File: src/rtl/apb_uart_master.sv
// apb_uart_master: command/response handshake to single-outstanding APB initiator
// for the UART register file, with PREADY wait states and an ACCESS-phase timeout.
`timescale 1ns/1ps
`default_nettype none

module apb_uart_master #(
  parameter int ADDR_W  = 2,
  parameter int DATA_W  = 8,
  parameter int TIMEOUT = 16
) (
  input  logic              PCLK,
  input  logic              PRESET,
  // command side
  input  logic              cmd_valid,
  output logic              cmd_ready,
  input  logic              cmd_write,
  input  logic [ADDR_W-1:0] cmd_addr,
  input  logic [DATA_W-1:0] cmd_wdata,
  // response side
  output logic              rsp_valid,
  input  logic              rsp_ready,
  output logic [DATA_W-1:0] rsp_rdata,
  output logic              rsp_err,
  output logic              busy,
  // APB initiator
  output logic              PSEL,
  output logic              PENABLE,
  output logic              PWRITE,
  output logic [ADDR_W-1:0] PADDR,
  output logic [DATA_W-1:0] PWDATA,
  input  logic [DATA_W-1:0] PRDATA,
  input  logic              PREADY
);

  localparam int CNT_W = $clog2(TIMEOUT + 1);
  // The TIMEOUT-th low-PREADY edge aborts, so the last legal count before abort is TIMEOUT-1.
  localparam logic [CNT_W-1:0] CNT_LAST = CNT_W'(TIMEOUT - 1);
  localparam logic [CNT_W-1:0] CNT_MAX  = CNT_W'(TIMEOUT);

  typedef enum logic [1:0] {
    S_IDLE   = 2'd0,
    S_SETUP  = 2'd1,
    S_ACCESS = 2'd2,
    S_RESP   = 2'd3
  } state_t;

  state_t           state;
  state_t           state_nx;
  logic [CNT_W-1:0] wait_cnt;
  logic             wait_last;

  assign cmd_ready = (state == S_IDLE);
  assign wait_last = (wait_cnt == CNT_LAST);

  always_ff @(posedge PCLK or posedge PRESET) begin
    if (PRESET) begin
      state <= S_IDLE;
    end else begin
      state <= state_nx;
    end
  end

  always_comb begin
    state_nx = state;
    case (state)
      S_IDLE:   if (cmd_valid) state_nx = S_SETUP;
      S_SETUP:  state_nx = S_ACCESS;
      S_ACCESS: if (PREADY || wait_last) state_nx = S_RESP;
      S_RESP:   if (rsp_ready) state_nx = S_IDLE;
      default:  state_nx = S_IDLE;
    endcase
  end

  always_ff @(posedge PCLK or posedge PRESET) begin
    if (PRESET) begin
      PSEL      <= 1'b0;
      PENABLE   <= 1'b0;
      PWRITE    <= 1'b0;
      PADDR     <= '0;
      PWDATA    <= '0;
      rsp_valid <= 1'b0;
      rsp_rdata <= '0;
      rsp_err   <= 1'b0;
      busy      <= 1'b0;
      wait_cnt  <= '0;
    end else begin
      busy <= (state_nx != S_IDLE);
      case (state)
        S_IDLE: begin
          if (cmd_valid) begin
            PWRITE <= cmd_write;
            PADDR  <= cmd_addr;
            PWDATA <= cmd_wdata;
            PSEL   <= 1'b1;
          end
        end
        S_SETUP: begin
          PENABLE <= 1'b1;
        end
        S_ACCESS: begin
          // A ready slave wins over the timeout on the same edge.
          if (PREADY) begin
            rsp_rdata <= PWRITE ? '0 : PRDATA;
            rsp_err   <= 1'b0;
            rsp_valid <= 1'b1;
            PSEL      <= 1'b0;
            PENABLE   <= 1'b0;
          end else begin
            if (wait_cnt != CNT_MAX) wait_cnt <= wait_cnt + CNT_W'(1);
            if (wait_last) begin
              rsp_err   <= 1'b1;
              rsp_rdata <= '0;
              rsp_valid <= 1'b1;
              PSEL      <= 1'b0;
              PENABLE   <= 1'b0;
            end
          end
        end
        S_RESP: begin
          if (rsp_ready) begin
            rsp_valid <= 1'b0;
            wait_cnt  <= '0;
          end
        end
        default: ;
      endcase
    end
  end

endmodule

`default_nettype wire

File: config.mk
export PLATFORM = sky130hd
export DESIGN_NAME = apb_uart_master
export DESIGN_NICKNAME = d
export VERILOG_FILES = /design/src/rtl/apb_uart_master.sv
export SDC_FILE = /design/constraint.sdc
export NUM_CORES = 1
export LEC_CHECK = 0
export CORE_MARGIN = 1
export CORE_UTILIZATION = 47
export CTS_CLUSTER_SIZE = 20
export DETAILED_ROUTE_END_ITERATION = 6
export PLACE_DENSITY = 0.95
export SLEW_MARGIN = 15
export SYNTH_ARGS = -nofsm -noshare
export SYNTH_HDL_FRONTEND = slang
export SYNTH_SLANG_ARGS = --single-unit
File: constraint.sdc
create_clock -name PCLK -period 3.55 [get_ports PCLK]
set_clock_uncertainty 0.2 [all_clocks]
set_input_delay 0.71 -clock PCLK [delete_from_list [all_inputs] [get_ports PCLK]]
set_output_delay 0.71 -clock PCLK [all_outputs]
set_load 0.005 [all_outputs]
Word level (Yosys, flattened, before mapping)
Cells that the tools add are included.
{"block": "word_totals", "inputBits": 24, "out_inout_bits": 25, "word_cells": 56, "ff_bits": 31}
{"block": "op_classes", "n_reduce_logical": 13, "n_addsub": 1, "eq_ne": 10, "muxes": 21}
{"op": "two-way mux 8 bit", "n": 3}
{"op": "two-way mux 5 bit", "n": 3}
{"op": "one-hot mux 5 bit (2 select lines)", "n": 1}
{"op": "nonzero test 2 bit", "n": 5}
{"op": "inequality test 2 bit, second input constant", "n": 4}
{"op": "one-hot mux 2 bit (4 select lines)", "n": 1}
{"op": "two-way mux 1 bit", "n": 7}
{"op": "two-way mux 2 bit", "n": 3}
{"op": "one-hot mux 1 bit (2 select lines)", "n": 3}
{"op": "AND reduction 2 bit", "n": 3}
{"op": "AND reduction 3 bit", "n": 2}
{"op": "adder 5 x 1 -> 5 bit, second input constant", "n": 1}
{"op": "equality test 5 x 4 -> 1 bit, second input constant", "n": 1}
{"op": "inequality test 5 bit, second input constant", "n": 1}
{"op": "equality test 2 bit, second input constant", "n": 2}
{"op": "AND reduction 4 bit", "n": 1}
{"op": "inequality test 3 bit, second input constant", "n": 1}
{"op": "equality test 2 x 1 -> 1 bit, second input constant", "n": 1}
{"op": "zero test 2 bit", "n": 1}
{"op": "logical OR 1 bit", "n": 1}

Logic depth before layout (Yosys ltp)
{"block": "depth", "depth_word": 5, "ltp_mapped": 6}

Worst setup path after synthesis
OpenSTA, ideal clock, no wires.
{"block": "synth_path", "path_type": "flip-flop to flip-flop", "start": "register wait_cnt[0]", "end": "register rsp_rdata[0]", "arrival_ns": 1.649, "slack_ns": 1.622, "n_path_buf": 1, "setup_ns": 0.079, "path_stages_with_launch": 7, "t_required_ns": 3.271, "path_cell_list": "dfrtp_1 ha_1 and3_1 ha_1 o21ai_0 buf_2 mux2i_1"}
{"block": "synth_via", "elab_chain_cells": 3}
{"item": "start, declared", "line": "49", "text": "logic [CNT_W-1:0] wait_cnt;"}
{"item": "start signal, assigned", "line": "109", "text": "if (wait_cnt != CNT_MAX) wait_cnt <= wait_cnt + CNT_W'(1);"}
{"item": "equality test 5 x 4 -> 1 bit", "line": "53", "text": "assign wait_last = (wait_cnt == CNT_LAST);"}
{"item": "nonzero test 2 bit (no source line)"}
{"item": "AND reduction 2 bit (no source line)"}
{"item": "end signal, assigned", "line": "103", "text": "rsp_rdata <= PWRITE ? '0 : PRDATA;"}
{"item": "end, declared", "line": "22", "text": "output logic [DATA_W-1:0] rsp_rdata,"}
Every way passes these cells.
A chain may end at the register's enable or synchronous reset.

Worst setup path in the final report
{"block": "layout_path", "start": "register state[0]", "end": "output cmd_ready"}
{"block": "layout_via", "elab_chain_cells": 1}
{"item": "start, declared", "line": "47", "text": "state_t state;"}
{"item": "start signal, assigned", "line": "59", "text": "state <= state_nx;"}
{"item": "zero test 2 bit", "line": "52", "text": "assign cmd_ready = (state == S_IDLE);"}
{"item": "end, declared", "line": "15", "text": "output logic cmd_ready,"}
Every way passes these cells.

==> out/qor.csv <==
metric,value,unit
status,"finished, final reports clean",
via/cell ratio,5.126,
vias in the first global route,1098,
Num CTS Buffers,5,
Netlist cell types,25,
All-Layer GR Usage,0.2070,
Setup Crit Path Kind,register to output pin,
CP max FO,8,
core area,2734,um^2
DP HPWL,2143,um
post-synth top area share,0.5778,
CTS tree,yes,
die height,55.45,um
largest area contributor in the netlist,dfrtp_1,
GP Congestion,0.7719,
# Post-CTS Setup Buffers,0,
net count after synthesis,140,
CP cell instances,nor2_1 -> clkdlybuf4s50_1,
Synthesis Warnings,0,
post-route minimum period,2.473,ns
async set-reset flop share out of synthesis,1.000,
crit share post-route,0.6965,
DRT iter0 DRCs,9,
Worst Setup Start Kind,register,
Mapped Area,1343,um^2
PostCTS Resize Cnt,0,
Max Cap Viol,0,
Worst setup EP type,output pin,
R2R Setup Slk,1.58,ns
GR Overflow Total,0,
TritonRoute pass-1 iters,6,
clk sinks,31,
most common cell in the netlist,dfrtp_1,
I/O pins,49,
met2 usage,0.3580,
Slowest cell on crit path,clkdlybuf4s50_1,
Post-synth EDFFs,0,
root buffer cell,clkbuf_4,
fmax,0.4044,GHz
Worst-Skew Late Latency,0.33,ns
hold_buf cts,0,
Leakage,0.0008932,uW
peak supply drop,0.0006972,V
Synth Flop Type,dfrtp_1,
antenna violations before repair,0,
syn_area_per_cell,11.88,um^2
crit-path max cell delay,0.54,ns
Avg WL per Cell,14.12,um
Die X,55.45,um
Worst-Margin Slew,0.5223,ns
Initial Utilization,0.4911,
largest net degree at the start of global routing,32,
H-tree depth,2,
DRC violations left,0,
final hold vios,0,
grt met1 use,0.2199,
Nets,193,
Worst EP required,2.64,ns
GRT Max-Usage Layer,met2,
# port buffers,48,
arrival time worst endpoint,1.56,ns
setup TNS,0,ns
# diodes,0,
unrepaired setup endpoints after global routing,false,
Synth Instances,113,
"Seq/Total Area, Yosys",0.5778,
"Reg clk slew, reported paths",0.11,ns
area grow syn2layout,42.22,%
Slew Limit Fails,0,
die area,3074,um^2
Clock Path Buffers,2,
max_slew headroom,0.6511,
row count,19,
# setup viols final,0,
area post-placement,1852,um^2
share of post-route cells with drive strength above 1,0.1317,
register bit count reported by yosys,31,
total power,1440,uW
final instance area,1909,um^2
HP Class,register to register,
pwr dens,754.0,nW/um^2
synth cell count leaders,"dfrtp_1 (31), nand2_1 (16), inv_1 (15)",
synth top area cells,"dfrtp_1 (58%), mux2_2 (9.2%), mux2i_1 (8.9%)",
post-route ant nets,0,
DR vias,1015,
first-pass GRT wire length,4767,um
final wirelength,2795,um
met3 Usage GRT,0.09133,
## stage by stage
stage          worst slack, ns  cells  utilization  hold WS, ns
3_5_place_dp             1.122    190       0.6773       0.2691
4_1_cts                  1.062    198       0.6984       0.2972
3_3_place_gp             1.214    190       0.6773       0.2589
6_report                 1.077    198       0.6984       0.2926
5_1_grt                 0.9813    198       0.6984       0.3102
2_1_floorplan            1.622    113            -       0.2711
## final timing paths
| check | startpoint | endpoint | depth (start not counted) |
|---|---|---|---|
| min reg2reg | PSEL | PSEL | 1 |
| min | PSEL | PSEL | 1 |
| min in group asynchronous | PRESET | PWDATA[0] | 3 |
| max | state[0] | cmd_ready | 2 |
| max in group asynchronous | PRESET | wait_cnt[4] | 3 |
| max reg2reg | wait_cnt[0] | rsp_rdata[3] | 6 |
## cell type report
cell class	count	area (um^2)
flip-flops and latches	31	775.7
inverters	15	56.30
multi-input cells	63	485.5
repair buffers	50	495.5
fillers	189	824.5
well taps	31	38.79
clock inverters	3	20.02
clock buffers	5	37.54
## placed cells by master, fill, tap and decap left out, drive strengths merged, types with 2 or more instances in the layout
master	instances
a21oi	2
buf	2
clkbuf	5
clkdlybuf4s50	48
clkinvlp	2
dfrtp	31
ha	3
inv	15
mux2	11
mux2i	12
nand2	16
nand3	2
nor2	2
nor2b	2
o211ai	2
## power by group
group          total (uW)  leakage, uW  internal, uW  switching [uW]
logic                 621     0.000480           393             228
clock network         200    0.0000272          75.5             124
registers             619     0.000386           505             114
total                1440     0.000893           974             466
## routing by layer
metal	wire length, um	up-vias
li1	-	473
met1	1092	492
met2	1476	45
met3	187	5
met4	38	0
met5	0	-
## flip-flops by register name, indices dropped and copies added (netlist names)
register,flops
PWDATA,8
rsp_valid,1
rsp_rdata,8
PWRITE,1
busy,1
rsp_err,1
PADDR,2
state,2
PSEL,1
wait_cnt,5
PENABLE,1
## logic make-up after synthesis
kind of cell             synth area share
buffers and inverters             0.06057
multiplexers                       0.1817
AO/OA/AOI/OAI                     0.06244
flip-flops                         0.5778
adder cells (fa/ha/maj)           0.02796
AND/OR/NAND/NOR                   0.08295
XOR/XNOR                         0.006525
## critical path, delay by kind of cell, from the launching register on
kind                   cells  cell delay [ns]
buffers and inverters      1             0.54
DFF                        1             0.48
and+or+nand+nor            1             0.21
Power figures use the tool's default switching activity.
